<file path="src/rtl/alu_mc_if.sv">
// alu_mc_if: the valid/ready bus of the multi-cycle ALU.
//   Request side : in_valid, in_ready, op[3:0], a, b, cin
//   Response side: out_valid, out_ready, result, flag_z/n/c/v, op_err
//   master : operand-fetch / writeback side (drives requests, accepts results)
//   slave  : the ALU itself
interface alu_mc_if #(
  parameter int unsigned WIDTH = 32
);
  logic             in_valid;
  logic             in_ready;
  logic [3:0]       op;
  logic [WIDTH-1:0] a;
  logic [WIDTH-1:0] b;
  logic             cin;
  logic             out_valid;
  logic             out_ready;
  logic [WIDTH-1:0] result;
  logic             flag_z;
  logic             flag_n;
  logic             flag_c;
  logic             flag_v;
  logic             op_err;

  modport master (
    output in_valid, op, a, b, cin, out_ready,
    input  in_ready, out_valid, result, flag_z, flag_n, flag_c, flag_v, op_err
  );

  modport slave (
    input  in_valid, op, a, b, cin, out_ready,
    output in_ready, out_valid, result, flag_z, flag_n, flag_c, flag_v, op_err
  );
endinterface

</file>
<file path="src/rtl/alu_mc.sv">
// alu_mc: parametrised multi-cycle ALU.
//   clk   : clock, all state updates on the rising edge
//   reset : synchronous, active-high
//   bus   : alu_mc_if.slave -- op/operand request with in_valid/in_ready,
//           registered result + flags with out_valid/out_ready
// Single-cycle ops (ADD, ADDC, SUB, OR, NOR, AND, ZERO, undefined) finish on
// the accept edge. Shifts move one bit per cycle for b[SHW-1:0] cycles; MUL is
// a shift-add multiplier taking exactly WIDTH cycles.
module alu_mc #(
  parameter int unsigned WIDTH = 32,
  parameter int unsigned SHW   = $clog2(WIDTH)
) (
  input  logic   clk,
  input  logic   reset,
  alu_mc_if.slave bus
);

  localparam int unsigned CW = $clog2(WIDTH + 1);

  localparam logic [3:0] OP_ADD  = 4'h0;
  localparam logic [3:0] OP_ADDC = 4'h2;
  localparam logic [3:0] OP_SUB  = 4'h3;
  localparam logic [3:0] OP_OR   = 4'h4;
  localparam logic [3:0] OP_NOR  = 4'h5;
  localparam logic [3:0] OP_AND  = 4'h6;
  localparam logic [3:0] OP_ZERO = 4'h7;
  localparam logic [3:0] OP_SLL  = 4'h8;
  localparam logic [3:0] OP_SRL  = 4'h9;
  localparam logic [3:0] OP_SRA  = 4'hA;
  localparam logic [3:0] OP_MUL  = 4'hB;

  typedef enum logic [1:0] {IDLE, BUSY, DONE} state_e;

  state_e           state_q, state_d;
  logic [CW-1:0]    cnt_q, cnt_d;
  logic [3:0]       op_q, op_d;
  logic [WIDTH-1:0] mcand_q, mcand_d;
  logic [WIDTH-1:0] hi_q, hi_d;   // upper product half during MUL
  logic [WIDTH-1:0] lo_q, lo_d;   // shift register / multiplier+lower product
  logic [WIDTH-1:0] result_q, result_d;
  logic             z_q, z_d, n_q, n_d, c_q, c_d, v_q, v_d, err_q, err_d;

  logic             accept;
  logic             wr;
  logic [WIDTH-1:0] res_w;
  logic             c_w, v_w, err_w;
  logic [WIDTH-1:0] b_eff;
  logic             cy;
  logic [WIDTH:0]   sum;
  logic [WIDTH-1:0] addend;
  logic [WIDTH:0]   psum;
  logic [WIDTH-1:0] shifted;
  logic             shout;

  assign bus.in_ready  = (state_q == IDLE) | ((state_q == DONE) & bus.out_ready);
  assign bus.out_valid = (state_q == DONE);
  assign bus.result    = result_q;
  assign bus.flag_z    = z_q;
  assign bus.flag_n    = n_q;
  assign bus.flag_c    = c_q;
  assign bus.flag_v    = v_q;
  assign bus.op_err    = err_q;

  assign accept = bus.in_valid & bus.in_ready;

  always_comb begin
    state_d  = state_q;
    cnt_d    = cnt_q;
    op_d     = op_q;
    mcand_d  = mcand_q;
    hi_d     = hi_q;
    lo_d     = lo_q;
    result_d = result_q;
    z_d      = z_q;
    n_d      = n_q;
    c_d      = c_q;
    v_d      = v_q;
    err_d    = err_q;
    wr       = 1'b0;
    res_w    = '0;
    c_w      = 1'b0;
    v_w      = 1'b0;
    err_w    = 1'b0;

    // SUB reuses the adder as a + ~b + 1, so the same overflow test applies to b_eff.
    b_eff = (bus.op == OP_SUB) ? ~bus.b : bus.b;
    cy    = (bus.op == OP_SUB) | ((bus.op == OP_ADDC) & bus.cin);
    sum   = {1'b0, bus.a} + {1'b0, b_eff} + {{WIDTH{1'b0}}, cy};

    // Shift-add step: conditionally add multiplicand to the upper half, then
    // shift the whole {carry, hi, lo} right by one.
    addend = lo_q[0] ? mcand_q : '0;
    psum   = {1'b0, hi_q} + {1'b0, addend};

    shifted = lo_q;
    shout   = 1'b0;
    case (op_q)
      OP_SLL: begin shifted = {lo_q[WIDTH-2:0], 1'b0};        shout = lo_q[WIDTH-1]; end
      OP_SRL: begin shifted = {1'b0, lo_q[WIDTH-1:1]};        shout = lo_q[0];       end
      OP_SRA: begin shifted = {lo_q[WIDTH-1], lo_q[WIDTH-1:1]}; shout = lo_q[0];     end
      default: ;
    endcase

    if (state_q == BUSY) begin
      cnt_d = cnt_q - CW'(1);
      if (op_q == OP_MUL) begin
        hi_d = psum[WIDTH:1];
        lo_d = {psum[0], lo_q[WIDTH-1:1]};
      end else begin
        lo_d = shifted;
      end
      if (cnt_q == CW'(1)) begin
        wr      = 1'b1;
        res_w   = lo_d;
        c_w     = (op_q == OP_MUL) ? (|hi_d) : shout;
        state_d = DONE;
      end
    end else if (accept) begin
      state_d = DONE;
      case (bus.op)
        OP_ADD, OP_ADDC, OP_SUB: begin
          wr    = 1'b1;
          res_w = sum[WIDTH-1:0];
          c_w   = sum[WIDTH];
          v_w   = (bus.a[WIDTH-1] == b_eff[WIDTH-1]) & (sum[WIDTH-1] != bus.a[WIDTH-1]);
        end
        OP_OR:   begin wr = 1'b1; res_w = bus.a | bus.b;    end
        OP_NOR:  begin wr = 1'b1; res_w = ~(bus.a | bus.b); end
        OP_AND:  begin wr = 1'b1; res_w = bus.a & bus.b;    end
        OP_ZERO: begin wr = 1'b1; res_w = '0;               end
        OP_SLL, OP_SRL, OP_SRA: begin
          if (bus.b[SHW-1:0] == '0) begin
            wr    = 1'b1;
            res_w = bus.a;
          end else begin
            op_d    = bus.op;
            lo_d    = bus.a;
            cnt_d   = CW'(bus.b[SHW-1:0]);
            state_d = BUSY;
          end
        end
        OP_MUL: begin
          op_d    = bus.op;
          mcand_d = bus.a;
          lo_d    = bus.b;
          hi_d    = '0;
          cnt_d   = CW'(WIDTH);
          state_d = BUSY;
        end
        default: begin
          wr    = 1'b1;
          res_w = '0;
          err_w = 1'b1;
        end
      endcase
    end else if ((state_q == DONE) && bus.out_ready) begin
      state_d = IDLE;
    end

    if (wr) begin
      result_d = res_w;
      z_d      = ~|res_w;
      n_d      = res_w[WIDTH-1];
      c_d      = c_w;
      v_d      = v_w;
      err_d    = err_w;
    end
  end

  always_ff @(posedge clk) begin
    if (reset) begin
      state_q  <= IDLE;
      cnt_q    <= '0;
      op_q     <= '0;
      mcand_q  <= '0;
      hi_q     <= '0;
      lo_q     <= '0;
      result_q <= '0;
      z_q      <= 1'b0;
      n_q      <= 1'b0;
      c_q      <= 1'b0;
      v_q      <= 1'b0;
      err_q    <= 1'b0;
    end else begin
      state_q  <= state_d;
      cnt_q    <= cnt_d;
      op_q     <= op_d;
      mcand_q  <= mcand_d;
      hi_q     <= hi_d;
      lo_q     <= lo_d;
      result_q <= result_d;
      z_q      <= z_d;
      n_q      <= n_d;
      c_q      <= c_d;
      v_q      <= v_d;
      err_q    <= err_d;
    end
  end

endmodule

</file>
<file path="src/flat_wrapper.sv">
// flat-port wrapper written by rule: the top's interface ports become plain ports
module alu_mc_flat 
#(
  parameter int unsigned WIDTH = 32,
  parameter int unsigned SHW   = $clog2(WIDTH)
)
  (clk, reset, bus_in_valid, bus_op, bus_a, bus_b, bus_cin, bus_out_ready, bus_in_ready, bus_out_valid, bus_result, bus_flag_z, bus_flag_n, bus_flag_c, bus_flag_v, bus_op_err);
  alu_mc_if #(.WIDTH(WIDTH)) bus_i ();
  input  logic clk;
  input  logic reset;
  input wire logic [$bits(bus_i.in_valid)-1:0] bus_in_valid;
  input wire logic [$bits(bus_i.op)-1:0] bus_op;
  input wire logic [$bits(bus_i.a)-1:0] bus_a;
  input wire logic [$bits(bus_i.b)-1:0] bus_b;
  input wire logic [$bits(bus_i.cin)-1:0] bus_cin;
  input wire logic [$bits(bus_i.out_ready)-1:0] bus_out_ready;
  output wire logic [$bits(bus_i.in_ready)-1:0] bus_in_ready;
  output wire logic [$bits(bus_i.out_valid)-1:0] bus_out_valid;
  output wire logic [$bits(bus_i.result)-1:0] bus_result;
  output wire logic [$bits(bus_i.flag_z)-1:0] bus_flag_z;
  output wire logic [$bits(bus_i.flag_n)-1:0] bus_flag_n;
  output wire logic [$bits(bus_i.flag_c)-1:0] bus_flag_c;
  output wire logic [$bits(bus_i.flag_v)-1:0] bus_flag_v;
  output wire logic [$bits(bus_i.op_err)-1:0] bus_op_err;
  assign bus_i.in_valid = bus_in_valid;
  assign bus_i.op = bus_op;
  assign bus_i.a = bus_a;
  assign bus_i.b = bus_b;
  assign bus_i.cin = bus_cin;
  assign bus_i.out_ready = bus_out_ready;
  assign bus_in_ready = bus_i.in_ready;
  assign bus_out_valid = bus_i.out_valid;
  assign bus_result = bus_i.result;
  assign bus_flag_z = bus_i.flag_z;
  assign bus_flag_n = bus_i.flag_n;
  assign bus_flag_c = bus_i.flag_c;
  assign bus_flag_v = bus_i.flag_v;
  assign bus_op_err = bus_i.op_err;
  alu_mc #(.WIDTH(WIDTH), .SHW(SHW)) u_core (.clk(clk), .reset(reset), .bus(bus_i));
endmodule
</file>
<file path="config.mk">
export PLATFORM = sky130hd
export DESIGN_NAME = alu_mc_flat
export DESIGN_NICKNAME = d
export VERILOG_FILES = /design/src/rtl/alu_mc_if.sv /design/src/rtl/alu_mc.sv /design/src/flat_wrapper.sv
export SDC_FILE = /design/constraint.sdc
export NUM_CORES = 1
export LEC_CHECK = 0
export CAP_MARGIN = 10
export CORE_MARGIN = 5
export CORE_UTILIZATION = 55
export DETAILED_ROUTE_END_ITERATION = 12
export PLACE_DENSITY = 0.77
export SLEW_MARGIN = 20
export SYNTH_ARGS = -nofsm -noshare
export SYNTH_HDL_FRONTEND = slang
export SYNTH_SLANG_ARGS = --single-unit
</file>
<file path="constraint.sdc">
create_clock -name clk -period 12.94 [get_ports clk]
set_input_delay 3.882 -clock clk [delete_from_list [all_inputs] [get_ports clk]]
set_output_delay 3.882 -clock clk [all_outputs]
set_load 0.05 [all_outputs]
</file>
==> results of run 1 <==
## stage by stage
stage                     cells  hold WS [ns]  utilization, %  instance area [sq um]  worst slack (ns)
after floorplan            1846         0.432               -                  12700              4.29
after global placement     2120         0.439            60.9                  13800              3.37
after detailed placement   2120         0.444            60.9                  13800              3.06
after CTS                  2151         0.453            63.5                  14400              3.51
after global routing       2151         0.472            63.5                  14400              3.13
final                      2151         0.453            63.5                  14400              3.43
## power by group
group / leakage [nW] / switching [mW] / internal, mW
clock network: 0.281 / 0.216 / 0.288
logic: 3.78 / 0.218 / 0.132
registers: 1.17 / 0.0186 / 0.461
## worst reg2reg max path, cell delays in order, from the launching register on
cell and delay, ns:
sky130_fd_sc_hd__dfxtp_1 0.99, sky130_fd_sc_hd__and2_1 0.25, sky130_fd_sc_hd__ha_1 0.18, sky130_fd_sc_hd__inv_1 0.07
sky130_fd_sc_hd__fa_1 0.42, sky130_fd_sc_hd__nand2b_1 0.18, sky130_fd_sc_hd__a21oi_1 0.24, sky130_fd_sc_hd__o21a_1 0.41
sky130_fd_sc_hd__nor3_1 0.11, sky130_fd_sc_hd__nor3_1 0.38, sky130_fd_sc_hd__nand4_1 0.22, sky130_fd_sc_hd__a2111oi_0 0.58
sky130_fd_sc_hd__nand4_1 0.25, sky130_fd_sc_hd__nor4_1 0.36, sky130_fd_sc_hd__a31oi_1 0.25, sky130_fd_sc_hd__o221a_1 0.27
## worst paths after layout
kind                 startpoint                  to  slack (ns)  cells past startpoint
min reg2reg  u_core.mcand_q[13]  u_core.mcand_q[13]        0.45                      2
min          u_core.mcand_q[13]  u_core.mcand_q[13]        0.45                      2
max                   bus_op[0]   u_core.bus.flag_z        3.43                     18
max reg2reg      u_core.lo_q[0]   u_core.bus.flag_c        7.68                     15
## area by class of cell
type,instances,area share (%)
clock buffer,18,2.98
clock inverter,13,1.05
inverter,36,0.938
multi-input combinational,1523,63.8
sequential,144,20.0
tap,285,2.47
timing repair buffer,132,8.79
## per-layer routing
metal  share of wire (%)  up-vias
met5                   0        -
met4                 2.4        0
met3                 9.7       78
met2                  44      733
met1                  44     6579
li1                    -     6753
## cells in the mapped netlist, types with 6 or more instances
| cell | n | area (sq um) |
|---|---|---|
| sky130_fd_sc_hd__o31ai_1 | 6 | 45.0 |
| sky130_fd_sc_hd__a31oi_1 | 40 | 250 |
| sky130_fd_sc_hd__a22oi_1 | 13 | 97.6 |
| sky130_fd_sc_hd__and2_1 | 36 | 225 |
| sky130_fd_sc_hd__nand3_1 | 52 | 260 |
| sky130_fd_sc_hd__maj3_1 | 20 | 200 |
| sky130_fd_sc_hd__nor3_1 | 67 | 335 |
| sky130_fd_sc_hd__nor2_1 | 166 | 623 |
| sky130_fd_sc_hd__o21ai_1 | 8 | 40.0 |
| sky130_fd_sc_hd__inv_1 | 34 | 128 |
| sky130_fd_sc_hd__a211oi_1 | 15 | 113 |
| sky130_fd_sc_hd__xnor2_1 | 38 | 333 |
| sky130_fd_sc_hd__nor4_1 | 9 | 56.3 |
| sky130_fd_sc_hd__or2_2 | 6 | 37.5 |
| sky130_fd_sc_hd__xor2_1 | 33 | 289 |
| sky130_fd_sc_hd__o21ai_0 | 90 | 450 |
| sky130_fd_sc_hd__dfxtp_1 | 144 | 2880 |
| sky130_fd_sc_hd__nand2b_1 | 22 | 138 |
| sky130_fd_sc_hd__nand2_1 | 275 | 1030 |
| sky130_fd_sc_hd__clkbuf_1 | 108 | 405 |
| sky130_fd_sc_hd__or3_1 | 7 | 43.8 |
| sky130_fd_sc_hd__buf_1 | 16 | 60.1 |
| sky130_fd_sc_hd__o211ai_1 | 32 | 240 |
| sky130_fd_sc_hd__nand4_1 | 25 | 156 |
| sky130_fd_sc_hd__a221oi_1 | 7 | 61.3 |
| sky130_fd_sc_hd__o21a_1 | 16 | 120 |
| sky130_fd_sc_hd__and3_1 | 10 | 62.6 |
| sky130_fd_sc_hd__a21oi_1 | 254 | 1270 |
| sky130_fd_sc_hd__nor2b_1 | 10 | 62.6 |
| sky130_fd_sc_hd__a21o_1 | 24 | 180 |
| sky130_fd_sc_hd__mux2i_1 | 10 | 100 |
| sky130_fd_sc_hd__o221ai_1 | 20 | 175 |
| sky130_fd_sc_hd__buf_2 | 14 | 70.1 |
| sky130_fd_sc_hd__ha_1 | 65 | 813 |
| sky130_fd_sc_hd__o22ai_1 | 24 | 150 |
| sky130_fd_sc_hd__o221a_2 | 7 | 78.8 |
## kinds of logic (layout without fill, tap and decap cells)
logic type | Yosys count | in the layout | share of synthesized area [%]
DFF | 144 | 144 | 22.6
xor gates and xnor gates | 71 | 71 | 4.88
and+or+nand+nor | 725 | 725 | 26.6
buffers and inverters | 179 | 199 | 5.63
muxes | 11 | 11 | 0.874
AOI/OAI and AO/OA | 626 | 626 | 30.8
adders and majority gates | 90 | 90 | 8.61
## registers in the layout, indices dropped and copies added (netlist names)
register,flops
u_core.hi_q,32
u_core.cnt_q,6
u_core.bus.flag_c,1
u_core.bus.result,32
u_core.state_q,2
u_core.bus.flag_v,1
u_core.op_q,4
u_core.lo_q,32
u_core.mcand_q,32
u_core.bus.flag_z,1
u_core.bus.op_err,1
==> Flow_metrics.wiki, run 1 <==
{| class="wikitable"
! Metric !! Value
|-
| Run status || complete, no violations
|-
| Residual antenna-violating net count after detailed routing || 0
|-
| Nets in the synthesized netlist || 1987
|-
| Ratio of final minimum period to clock period || 73.5%
|-
| First-iteration detailed-routing DRC count || 1330
|-
| Flip-flop and latch count after synthesis || 144
|-
| Slew @ Worst Pin || 1.10 ns
|-
| Design Power || 1.33 mW
|-
| Most frequent CP cell || sky130_fd_sc_hd__fa_1
|-
| Post-synth EDFFs || 0
|-
| Overflow after GRT || 0
|-
| Total Nets Final || 1995
|-
| Number of warnings reported in the yosys synthesis log || 0
|-
| Average cell area after synthesis || 6.90 sq um
|-
| RSZ-0062 raised after global routing || no
|-
| Number of rows in the core area || 55
|-
| Buffers & Inverters on Critical Path || 2
|-
| Max_cap viols || 0
|-
| Sequential-to-total area share from yosys stat || 22.6%
|-
| CP endpoint kind || flip-flop
|-
| Setup TNS Final || 0 ns
|-
| Worst clock skew || 0.0104 ns
|-
| Post-route DRC || 0
|-
| Height of the die || 162 um
|-
| Final min period || 9.51 ns
|-
| Filler cell count in the final layout || 2090
|-
| Footprint of the flip-flops and latches || 2880 sq um
|-
| Final count of pins violating max slew || 0
|-
| Count of port buffers added during placement || 111
|-
| GR Layer Usage met1 || 44.2%
|-
| H-tree levels || 4
|-
| Crit-path cells || clkdlybuf4s50_1 > nand2_1 > nor2_4 > xor2_1 > fa_1 > inv_1 > fa_1 > nand2b_1 > a21oi_1 > o21ai_0 > nor2b_1 > xnor2_1 > a2111oi_2 > nor4bb_1 > nor4b_2 > nand4_1 > or4_1 > o41ai_2
|-
| Power density over the cells || 92.4 nW/um^2
|-
| Leading cell types in the layout, fill and taps excluded || 273 x sky130_fd_sc_hd__nand2_1, 254 x sky130_fd_sc_hd__a21oi_1, 163 x sky130_fd_sc_hd__nor2_1
|-
| Final Hold Viols || 0
|-
| Overall fraction of global-route tracks in use || 31.2%
|-
| # resized after CTS || 0
|-
| Via count of the first global-routing pass || 12900
|-
| Maximum number of pins on one net before global-route repair || 70
|-
| VDD IR max || 0.0715 mV
|-
| Slowest-stage cell, CP || sky130_fd_sc_hd__nor2_4
|-
| Ports || 112
|-
| Cell at the root of the clock tree || sky130_fd_sc_hd__clkbuf_16
|-
| Arrival time reported for the critical path endpoint || 9.84 ns
|-
| Quantity of hold-fixing buffers added after cts || 0
|-
| Total wire length after detailed routing || 42.1 mm
|-
| Maximum count of clock buffers along a single path || 2
|-
| Wire length of the first global-routing pass || 68.0 mm
|-
| Final routed wire length divided by cell count || 19.6 um
|-
| Area inside the core boundary || 22700 sq um
|-
| Total clock buffers created by CTS || 17
|-
| Area occupied by multi-input gates || 9190 sq um
|-
| Antenna violations before repair || 0
|-
| Ratio of cells with drive above 1 in the final layout || 5.20%
|-
| CTS tree || built
|-
| Floorplan die area || 26300 sq um
|-
| Post-CTS Setup Repair Bufs || 0
|-
| Leading cell type in the layout, fill and taps excluded || sky130_fd_sc_hd__nand2_1
|-
| Clock sink count || 144
|-
| Family with the most delay on the worst path || simple AND/OR/NAND/NOR gates
|-
| Dominant register cell in the synthesized netlist || sky130_fd_sc_hd__dfxtp_1
|-
| Setup Crit Path Kind || in2reg
|-
| Met2 Usage GRT || 48.2%
|-
| Max-Slew Margin vs Limit || 26.6%
|-
| Half-perimeter wire length after detailed placement || 30.4 mm
|-
| Number of cells produced by synthesis || 1846
|-
| Busiest metal layer after global routing || met2
|-
| Max incr delay on CP || 0.88 ns
|-
| Highest fanout seen on the critical path || 32
|-
| Effective utilization at floorplan || 56.1%
|-
| Overall via count from detail_route || 14100
|-
| Count of unique library cells instantiated by Yosys || 90
|-
| Diode insertion count for antenna repair || 0
|-
| Top achievable clock speed || 105 MHz
|-
| Combined area of all synthesized cells || 12700 sq um
|-
| Async set-or-reset flop fraction in the synthesized netlist || 0%
|-
| Clock transition at the registers of the reported paths || 0.06 ns
|-
| Last weighted congestion value of the routability-driven placer || 1.00
|-
| Sort of element at the start of the critical path || primary input
|-
| Floorplan die width || 162 um
|-
| Via count normalized by instance count || 6.58
|-
| Detailed-routing iteration count for the pre-antenna-repair pass || 6
|-
| Critical path data required time || 13.28 ns
|-
| Worst Hold Class || reg2reg
|-
| Standby leakage power || 5.23 nW
|-
| Count of final setup violators || 0
|-
| Relative area change from synthesis to final layout || 13.2%
|-
| GR Util met3 || 6.24%
|-
| Later-pin clock latency in the skew report || 0.43 ns
|}
(Power assumes the default switching activity.)
==> run 2, diff against run 1 <==
Clock period 12.94 ns to 8.85 ns, I/O delays scaled along.
==> run 2 against run 1 <==
Effect of this change:
- clock power up 51%
- register-to-register slack worse by 3.5 ns
- largest power group unchanged
- critical endpoint unchanged
- first-iteration DRC count is 24% higher
- global-route usage is essentially flat
- clock skew about the same
- largest cell class unchanged
- highest routed layer unchanged
- via count is 0.33% lower
==> Flow_metrics.wiki, run 2 (same netlist as run 1, synthesis figures left out) <==
{| class="wikitable"
! Metric !! Value
|-
| Post-CTS Setup Repair Bufs || 0 (unchanged)
|-
| Wire length of the first global-routing pass || 67.8 mm (-0.27%)
|-
| Later-pin clock latency in the skew report || 0.44 ns (about the same)
|-
| Final standard cell area without fillers || 14500 sq um (+0.32%)
|-
| CTS tree || built
|-
| Slew @ Worst Pin || 1.11 ns (+0.0124 ns)
|-
| Standby leakage power || 5.26 nW (+0.53%)
|-
| Relative area change from synthesis to final layout || 13.5%
|-
| Run status || complete, no violations
|-
| Sort of element at the start of the critical path || primary input
|-
| # resized after CTS || 0 (unchanged)
|-
| Residual antenna-violating net count after detailed routing || 0 (unchanged)
|-
| Half-perimeter wire length after detailed placement || 30.7 mm (+0.82%)
|-
| Total Nets Final || 1998 (+0.15%)
|-
| Power density over the cells || 137 nW/um^2 (+48%)
|-
| Ratio of final minimum period to clock period || 82.8%
|-
| Overall via count from detail_route || 14100 (-0.33%)
|-
| Final min period || 7.33 ns
|-
| Maximum number of pins on one net before global-route repair || 87 (+24%)
|-
| H-tree levels || 4 (unchanged)
|-
| Top achievable clock speed || 136 MHz
|-
| Count of final setup violators || 0 (unchanged)
|-
| Number of standard cells in the layout, taps in and fillers out || 2155 (+0.19%)
|-
| Count of port buffers added during placement || 111 (unchanged)
|-
| Ports || 112 (unchanged)
|-
| Final count of pins violating max slew || 0 (unchanged)
|-
| Overall fraction of global-route tracks in use || 31.2% (+0.047 points)
|-
| VDD IR max || 0.100 mV (+40%)
|-
| Worst hold slack across all endpoints || 0.450 ns (-0.00231 ns)
|-
| Leading cell type in the layout, fill and taps excluded || sky130_fd_sc_hd__nand2_1
|-
| Max-Slew Margin vs Limit || 25.7% (-0.93 points)
|-
| Clock sink count || 144 (unchanged)
|-
| Critical path data required time || 9.20 ns (-4.08 ns)
|-
| Total wire length after detailed routing || 42.7 mm (+1.5%)
|-
| Quantity of hold-fixing buffers added after cts || 0 (unchanged)
|-
| Floorplan die width || 162 um (unchanged)
|-
| Floorplan die area || 26300 sq um (unchanged)
|-
| Final routed wire length divided by cell count || 19.8 um (+1.3%)
|-
| Highest fanout seen on the critical path || 31 (-3.1%)
|-
| Leading cell types in the layout, fill and taps excluded || 273 x sky130_fd_sc_hd__nand2_1, 254 x sky130_fd_sc_hd__a21oi_1, 163 x sky130_fd_sc_hd__nor2_1
|-
| Height of the die || 162 um (unchanged)
|-
| Setup TNS Final || 0 ns (unchanged)
|-
| Diode insertion count for antenna repair || 0 (unchanged)
|-
| Detailed-routing iteration count for the pre-antenna-repair pass || 6 (unchanged)
|-
| Via count normalized by instance count || 6.54 (-0.51%)
|-
| Worst Hold Class || reg2reg
|-
| Last weighted congestion value of the routability-driven placer || 0.969 (-3.4%)
|-
| Effective utilization at floorplan || 56.1% (unchanged)
|-
| Final Hold Viols || 0 (unchanged)
|-
| Ratio of cells with drive above 1 in the final layout || 5.45% (+0.26 points)
|-
| Post-route DRC || 0 (unchanged)
|-
| Total clock buffers created by CTS || 17 (unchanged)
|-
| Via count of the first global-routing pass || 12800 (-0.070%)
|-
| CP endpoint kind || flip-flop
|-
| Number of rows in the core area || 55 (unchanged)
|-
| Worst clock skew || 0.0105 ns (+0.0000254 ns)
|-
| RSZ-0062 raised after global routing || no
|-
| Arrival time reported for the critical path endpoint || 7.68 ns (-2.16 ns)
|-
| Antenna violations before repair || 0 (unchanged)
|-
| Overflow after GRT || 0 (unchanged)
|-
| Maximum count of clock buffers along a single path || 2 (unchanged)
|-
| Post-placement cell area || 13900 sq um (+0.16%)
|-
| Area inside the core boundary || 22700 sq um (unchanged)
|-
| First-iteration detailed-routing DRC count || 1650 (+24%)
|-
| Max_cap viols || 0 (unchanged)
|-
| Cell at the root of the clock tree || sky130_fd_sc_hd__clkbuf_16
|-
| Clock transition at the registers of the reported paths || 0.07 ns (about the same)
|-
| Design Power || 1.98 mW (+48%)
|-
| Placed cells || 2123 (+0.14%)
|-
| Setup Crit Path Kind || in2reg
|}
-- run 2: changes by cell type in the layout (fill, tap and decap cells not counted), sizes merged --
cell	previous run	this run
buf	22	25
clkbuf	18	19
-- run 2: cell type report --
| cell class | count | area [sq um] |
|---|---|---|
| timing repair buffer | 135 | 1290 |
| multi-input combinational | 1523 | 9190 |
| fill | 2108 | 8250 |
| tap | 285 | 357 |
| clock buffer | 19 | 453 |
| sequential | 144 | 2880 |
| clock inverter | 13 | 151 |
| inverter | 36 | 135 |
-- run 2: final timing paths --
path                                     endpoint              start  slack (ns)  depth (start not counted)
worst max-delay path            u_core.bus.flag_z          bus_op[3]        1.52                         18
worst min-delay path            u_core.mcand_q[2]  u_core.mcand_q[2]        0.45                          2
worst max register to register  u_core.bus.flag_c     u_core.lo_q[0]        4.15                         16
worst min register to register  u_core.mcand_q[2]  u_core.mcand_q[2]        0.45                          2
-- run 2: where the power goes --
group | switching (mW) | internal, mW
sequential | 0.0261 | 0.674
combinational | 0.322 | 0.193
clock | 0.323 | 0.437
total | 0.671 | 1.30
-- run 2: worst max-delay path, cell delays in order --
cell                              delay [ns]
sky130_fd_sc_hd__clkdlybuf4s50_1        0.50
sky130_fd_sc_hd__or2_1                  0.34
sky130_fd_sc_hd__nor2_4                 0.15
sky130_fd_sc_hd__buf_4                  0.44
sky130_fd_sc_hd__xor2_1                 0.23
sky130_fd_sc_hd__inv_1                  0.08
sky130_fd_sc_hd__fa_1                   0.38
sky130_fd_sc_hd__nand2b_1               0.19
sky130_fd_sc_hd__a21oi_1                0.26
sky130_fd_sc_hd__o21ai_0                0.16
sky130_fd_sc_hd__nor2b_1                0.17
sky130_fd_sc_hd__xnor2_1                0.17
sky130_fd_sc_hd__a2111oi_2              0.35
sky130_fd_sc_hd__nor4bb_1               0.37
sky130_fd_sc_hd__nor4b_2                0.32
sky130_fd_sc_hd__nand4_1                0.14
sky130_fd_sc_hd__or4_1                  0.50
sky130_fd_sc_hd__o41ai_2                0.27
-- run 2: metal layers --
metal,share of wire [%],GRT usage (%),up-vias
li1,-,-,6737
met1,44,43.4,6491
met2,44,48.8,783
met3,10,7.18,86
met4,2.3,8.54,0
met5,0,0,-
-- run 2: metrics by stage --
step / util, % / setup slack [ns]
after floorplan: - / 2.09
after global placement: 61.0 / 1.23
after detailed placement: 61.0 / 1.13
after CTS: 63.7 / 1.58
after global routing: 63.7 / 1.17
final: 63.7 / 1.52
